--- src/rtl/alu_mon_pkg.sv ---
// alu_mon_pkg: shared types for alu_result_monitor; ALU_MON_TIMESTAMP_EN adds sample_idx to log records.
package alu_mon_pkg;
  typedef struct packed {
    logic [3:0] result;
    logic       carry;
    logic       zero;
    logic       overflow;
  } alu_vec_t;
  typedef enum logic {ARMED, ALARM} mon_state_e;
  typedef struct packed {
    alu_vec_t a;
    alu_vec_t b;
  } alu_pair_t;
  localparam int PAIR_W = $bits(alu_pair_t);
`ifdef ALU_MON_TIMESTAMP_EN
  localparam bit TS_EN = 1'b1;
`else
  localparam bit TS_EN = 1'b0;
`endif
  function automatic int log_w(input int cnt_w);
    return TS_EN ? cnt_w + PAIR_W : PAIR_W;
  endfunction
endpackage

--- src/rtl/alu_mon_fifo.sv ---
// alu_mon_fifo: synchronous first-word-fall-through FIFO; head holds the last popped word when empty.
module alu_mon_fifo #(
  parameter int DEPTH = 8,
  parameter int W = 14
) (
  input  logic         clk,
  input  logic         rst_n,
  input  logic         flush,
  input  logic         push,
  input  logic [W-1:0] push_data,
  input  logic         pop,
  output logic [W-1:0] pop_data,
  output logic         full,
  output logic         empty
);
  localparam int AW = $clog2(DEPTH);
  logic [W-1:0] mem [DEPTH];
  logic [W-1:0] last_q;
  logic [AW:0]  wr_ptr, rd_ptr;
  logic         do_push, do_pop;
  always_comb begin
    empty = wr_ptr == rd_ptr;
    full = wr_ptr == {~rd_ptr[AW], rd_ptr[AW-1:0]};
    do_pop = pop & ~empty & ~flush;
    do_push = push & (~full | do_pop) & ~flush;
    pop_data = empty ? last_q : mem[rd_ptr[AW-1:0]];
  end
  always_ff @(posedge clk)
    if (do_push) mem[wr_ptr[AW-1:0]] <= push_data;
  always_ff @(posedge clk or negedge rst_n)
    if (!rst_n) begin
      wr_ptr <= '0;
      rd_ptr <= '0;
      last_q <= '0;
    end else if (flush) begin
      wr_ptr <= '0;
      rd_ptr <= '0;
      last_q <= '0;
    end else begin
      if (do_push) wr_ptr <= wr_ptr + (AW+1)'(1);
      if (do_pop) begin
        rd_ptr <= rd_ptr + (AW+1)'(1);
        last_q <= mem[rd_ptr[AW-1:0]];
      end
    end
endmodule

--- src/rtl/alu_result_monitor.sv ---
// alu_result_monitor: compares reference/suspect ALU WB outputs, counts samples/mismatches, logs mismatches.
// Define ALU_MON_TIMESTAMP_EN to prefix each log record with its sample index.
module alu_result_monitor
  import alu_mon_pkg::*;
#(
  parameter int DEPTH = 8,
  parameter int CNT_W = 16,
  parameter int ALARM_THRESH = 1,
  localparam int LOG_W = log_w(CNT_W)
) (
  input  logic             clk,
  input  logic             rst_n,
  input  logic             clear,
  input  logic             wb_valid,
  input  logic [3:0]       result_a,
  input  logic [3:0]       result_b,
  input  logic             carry_a,
  input  logic             zero_a,
  input  logic             overflow_a,
  input  logic             carry_b,
  input  logic             zero_b,
  input  logic             overflow_b,
  input  logic             log_rd,
  output logic [LOG_W-1:0] log_data,
  output logic             log_empty,
  output logic             log_full,
  output logic             log_dropped,
  output logic [CNT_W-1:0] sample_cnt,
  output logic [CNT_W-1:0] mismatch_cnt,
  output logic             alarm
);
  alu_vec_t         vec_a, vec_b, s1_a, s1_b;
  logic             s1_valid, s1_mis, push;
  logic [CNT_W-1:0] sample_nxt, mismatch_nxt;
  logic [LOG_W-1:0] rec;
  mon_state_e       state, state_nxt;
  always_comb begin
    vec_a = {result_a, carry_a, zero_a, overflow_a};
    vec_b = {result_b, carry_b, zero_b, overflow_b};
    push = s1_valid & s1_mis;
    sample_nxt = (s1_valid && sample_cnt != '1) ? sample_cnt + CNT_W'(1) : sample_cnt;
    mismatch_nxt = (push && mismatch_cnt != '1) ? mismatch_cnt + CNT_W'(1) : mismatch_cnt;
    state_nxt = (state == ARMED && mismatch_nxt >= CNT_W'(ALARM_THRESH)) ? ALARM : state;
    alarm = state == ALARM;
  end
  always_ff @(posedge clk or negedge rst_n)
    if (!rst_n) begin
      s1_valid <= 1'b0;
      s1_mis <= 1'b0;
      s1_a <= '0;
      s1_b <= '0;
      sample_cnt <= '0;
      mismatch_cnt <= '0;
      log_dropped <= 1'b0;
      state <= ARMED;
    end else if (clear) begin
      s1_valid <= 1'b0;
      sample_cnt <= '0;
      mismatch_cnt <= '0;
      log_dropped <= 1'b0;
      state <= ARMED;
    end else begin
      s1_valid <= wb_valid;
      if (wb_valid) begin
        s1_a <= vec_a;
        s1_b <= vec_b;
        s1_mis <= vec_a !== vec_b;
      end
      sample_cnt <= sample_nxt;
      mismatch_cnt <= mismatch_nxt;
      state <= state_nxt;
      if (push && log_full && !log_rd) log_dropped <= 1'b1;
    end
`ifdef ALU_MON_TIMESTAMP_EN
  logic [CNT_W-1:0] s1_idx;
  // index includes the sample still in stage 2 so back-to-back samples get distinct indices
  always_ff @(posedge clk or negedge rst_n)
    if (!rst_n) s1_idx <= '0;
    else if (wb_valid && !clear) s1_idx <= sample_nxt;
  always_comb rec = {s1_idx, s1_a, s1_b};
`else
  always_comb rec = {s1_a, s1_b};
`endif
  alu_mon_fifo #(.DEPTH(DEPTH), .W(LOG_W)) u_fifo (
    .clk(clk),
    .rst_n(rst_n),
    .flush(clear),
    .push(push),
    .push_data(rec),
    .pop(log_rd),
    .pop_data(log_data),
    .full(log_full),
    .empty(log_empty)
  );
endmodule

--- config.mk ---
export PLATFORM = sky130hd
export DESIGN_NAME = alu_result_monitor
export DESIGN_NICKNAME = d
export VERILOG_FILES = /design/src/rtl/alu_mon_pkg.sv /design/src/rtl/alu_mon_fifo.sv /design/src/rtl/alu_result_monitor.sv
export SDC_FILE = /design/constraint.sdc
export NUM_CORES = 1
export LEC_CHECK = 0
export ABC_AREA = 1
export BUFFER_PORTS_ARGS = -buffer_cell sky130_fd_sc_hd__buf_2
export CORE_MARGIN = 2
export CORE_UTILIZATION = 60
export DETAILED_ROUTE_END_ITERATION = 16
export PLACE_DENSITY_LB_ADDON = 0.12
export SETUP_SLACK_MARGIN = 0.3
export SLEW_MARGIN = 40
export SYNTH_ARGS = -nofsm -noshare
export SYNTH_HDL_FRONTEND = slang
export SYNTH_SLANG_ARGS = --single-unit
--- constraint.sdc ---
create_clock -name clk -period 3.6 [get_ports clk]
set_input_delay 0.54 -clock clk [delete_from_list [all_inputs] [get_ports clk]]
set_output_delay 0.54 -clock clk [all_outputs]
set_load 0.02 [all_outputs]
==> results.sh <==
export IMPL_power_density_nw_per_um2=512
export IMPL_cts_inserted_buffers=17
export IMPL_crit_family="compound AO/OA/AOI/OAI gates"
export IMPL_worst_setup_path_type="register to primary output"
export IMPL_diodes=0
export IMPL_cts_sinks=184
export IMPL_critical_path_max_stage_delay_ps=490
export IMPL_slowest_stage="buf_4"
export IMPL_clk_latency_ps=430
export IMPL_finalNetCount=896
export IMPL_whs_ps=81.5
export IMPL_routed_wl_um=17200
export IMPL_synth_seq_cells=184
export IMPL_synth_cells=804
export IMPL_initial_core_util_pct=61.6
export IMPL_final_cell_mix="140 x nand2_1, 119 x nor2_1, 112 x edfxtp_1"
export IMPL_htreeDepth=4
export IMPL_fin_area_sq_um=9330
export IMPL_cts_tree="done"
export IMPL_crit_top_cell="o21ai_0"
export IMPL_maxSlewHeadroom_pct=60.0
export IMPL_grt_usage_pct=25.1
export IMPL_io_buffers=68
export IMPL_synth_cell_types=37
export IMPL_grt_max_degree=62
export IMPL_clockBufferDepth=2
export IMPL_start_kind="register"
export IMPL_wl_per_cell_um=16.2
export IMPL_placed_area_sq_um=8740
export IMPL_dr_pass1_iters=5
export IMPL_cts_clk_slew_worst_paths_ps=70
export IMPL_rr_worst_depth=12
export IMPL_ys_seq_area_share_pct=63.1
export IMPL_r2r_start="u_fifo.rd_ptr[0]$_DFFE_PN0P_"
export IMPL_status="complete, no violations"
export IMPL_setup_tns_ps=0
export IMPL_die_area_sq_um=14600
export IMPL_finClkSkew_ps=6.15
export IMPL_finalCriticalPeriod_ps=2940
export IMPL_core_area_sq_um=13300
export IMPL_worst_slew_pin_slew_ps=599
export IMPL_crit_path_end_kind="primary output"
export IMPL_grt_pass1_vias=5602
export IMPL_viasPerCell=5.69
export IMPL_avgSynthCellArea_sq_um=10.2
export IMPL_r2r_end="u_fifo.mem[5][7]$_DFFE_PP_"
export IMPL_yosys_warnings=0
export IMPL_drt_iter0_markers=565
export IMPL_layout_commonest_cell="nand2_1"
export IMPL_rsz0062_at_grt="false"
export IMPL_grt_pass1_wl_um=28200
export IMPL_postRouteAntennaNets=0
export IMPL_p_leak_nw=3.77
export IMPL_arrival_ps=2400
export IMPL_fin_crit_sh_pct=81.6
export IMPL_rrSetupSlack_ps=730
export IMPL_vdd_drop_max_uv=357
export IMPL_antenna_found_initial=0
export IMPL_globalplace_congestion=0.876
export IMPL_syn_area_sq_um=8190
export IMPL_route_detailed_drc=0
export IMPL_hold_viol=0
export IMPL_gr_total_overflow=0
export IMPL_vias=6041
export IMPL_die_height_um=121
export IMPL_area_growth_pct=14.0
export IMPL_hp_class="input port to asynchronous set/reset pin"
export IMPL_cp_required_ps=3060
export IMPL_path_cells="buf_4 > o21ai_0 > o221ai_1 > o21ai_0 > o21ai_0 > buf_2"
export IMPL_final_util_pct=70.2
export IMPL_worst_path_buf_inv=2
export IMPL_maxCapViolations=0
export IMPL_clockRootBuffer="clkbuf_16"
export IMPL_cp_max_fo=59
export IMPL_hold_buffers=0
export IMPL_hpwl_um=11800
export IMPL_cts_resized=0
export IMPL_ios=69
export IMPL_die_w_um=121
export IMPL_fp_row_count=42
export IMPL_fmax_ghz=0.341
export IMPL_postCtsSetupBuffers=0
export IMPL_total_power_mw=4.78
export IMPL_synthesis_nets=827
export IMPL_finalSetupViolCount=0
export IMPL_drv_slew=0
export IMPL_drive_gt1_share_pct=15.7
==> worst reg2reg max path: stages (launching register included) <==
cell	delay, ps
dfrtp_2	380
buf_6	400
xnor2_1	170
nand3_1	100
nor2_1	70
nor2_2	140
nand2_2	210
nand2_1	130
nand2_2	80
inv_2	80
nand2_1	120
nor3_2	420
buf_4	280
==> sequential cells by signal, summed over array words and instances, names as in the netlist <==
name / flops
u_fifo.mem: 112
mismatch_cnt: 16
sample_cnt: 16
rec: 14
u_fifo.last_q: 14
u_fifo.rd_ptr: 4
u_fifo.wr_ptr: 4
alarm: 1
log_dropped: 1
s1_mis: 1
s1_valid: 1
==> cells by family (layout without fill, tap and decap cells) <==
logic type	count (synthesis)	in the layout	synth area share [%]
xor+xnor	15	15	1.60
mux	14	14	1.71
compound gates	150	150	10.7
flops	184	184	63.1
fa+ha+maj	4	4	0.611
simple gates	341	341	17.6
buf+inv	96	178	4.68
==> area by class of cell <==
type	count	area, sq um
multi-input combinational	524	2650
inverter	60	226
fill	961	3970
clock inverter	11	110
clock buffer	21	470
sequential	184	5170
timing repair buffer	86	482
tap	176	220
==> power breakdown <==
group          internal [mW]  switching, mW
registers               2.33         0.0782
clock network           1.02          0.784
logic                  0.172          0.392
total                   3.53           1.25
==> layer usage <==
layer | share of wire, % | vias to the layer above | routed length, um | global-route usage (%)
met1 | 46 | 2900 | 7980 | 36.6
li1 | - | 2917 | - | -
met3 | 5.7 | 22 | 976 | 4.72
met2 | 47 | 202 | 8070 | 38.9
met4 | 1.2 | 0 | 215 | 7.63
met5 | 0 | - | 0 | 0
==> through the flow <==
stage                     std cells  worst slack (ps)
after floorplan                 804               867
final                          1062               663
after CTS                      1062               525
after global routing           1062               413
after detailed placement       1030               524
after global placement         1030               676
==> Yosys cell counts <==
| cell type | instances | area share, % |
|---|---|---|
| a211oi_1 | 1 | 0.092 |
| a31oi_1 | 2 | 0.15 |
| xor2_1 | 12 | 1.3 |
| nor4_1 | 1 | 0.076 |
| or2_0 | 1 | 0.076 |
| inv_1 | 55 | 2.5 |
| o21bai_1 | 1 | 0.092 |
| buf_2 | 9 | 0.55 |
| nand2_1 | 140 | 6.4 |
| clkinv_1 | 1 | 0.046 |
| o32ai_1 | 14 | 1.5 |
| a21oi_1 | 18 | 1.1 |
| o221ai_1 | 14 | 1.5 |
| buf_6 | 1 | 0.14 |
| nor2_2 | 1 | 0.076 |
| and3_1 | 2 | 0.15 |
| ha_1 | 4 | 0.61 |
| dfrtp_1 | 72 | 22 |
| nand2_4 | 2 | 0.28 |
| o21a_1 | 1 | 0.092 |
| nand3_1 | 48 | 2.9 |
| nand2_2 | 4 | 0.31 |
| inv_2 | 4 | 0.18 |
| xnor2_1 | 3 | 0.32 |
| edfxtp_1 | 112 | 41 |
| mux2i_1 | 14 | 1.7 |
| buf_4 | 1 | 0.092 |
| nor2_4 | 4 | 0.55 |
| nor2_1 | 119 | 5.5 |
| o21ai_2 | 2 | 0.21 |
| o21ai_1 | 18 | 1.1 |
| o31ai_1 | 1 | 0.092 |
| o21ai_0 | 78 | 4.8 |
| nor3_1 | 11 | 0.67 |
| clkbuf_1 | 24 | 1.1 |
| buf_1 | 1 | 0.046 |
| nand4_1 | 8 | 0.61 |
==> worst max path at each step <==
stage | startpoint | endpoint | depth (start not counted)
6_report | u_fifo.rd_ptr[1]$_DFFE_PN0P_ | log_data[5] | 6
5_1_grt | u_fifo.rd_ptr[0]$_DFFE_PN0P_ | u_fifo.mem[5][1]$_DFFE_PP_ | 12
4_1_cts | u_fifo.rd_ptr[0]$_DFFE_PN0P_ | log_data[6] | 8
3_5_place_dp | u_fifo.rd_ptr[0]$_DFFE_PN0P_ | u_fifo.mem[5][8]$_DFFE_PP_ | 12
3_3_place_gp | u_fifo.rd_ptr[0]$_DFFE_PN0P_ | u_fifo.mem[5][8]$_DFFE_PP_ | 12
2_1_floorplan | u_fifo.wr_ptr[2]$_DFFE_PN0P_ | u_fifo.mem[3][0]$_DFFE_PP_ | 12
(Power assumes the default switching activity.)
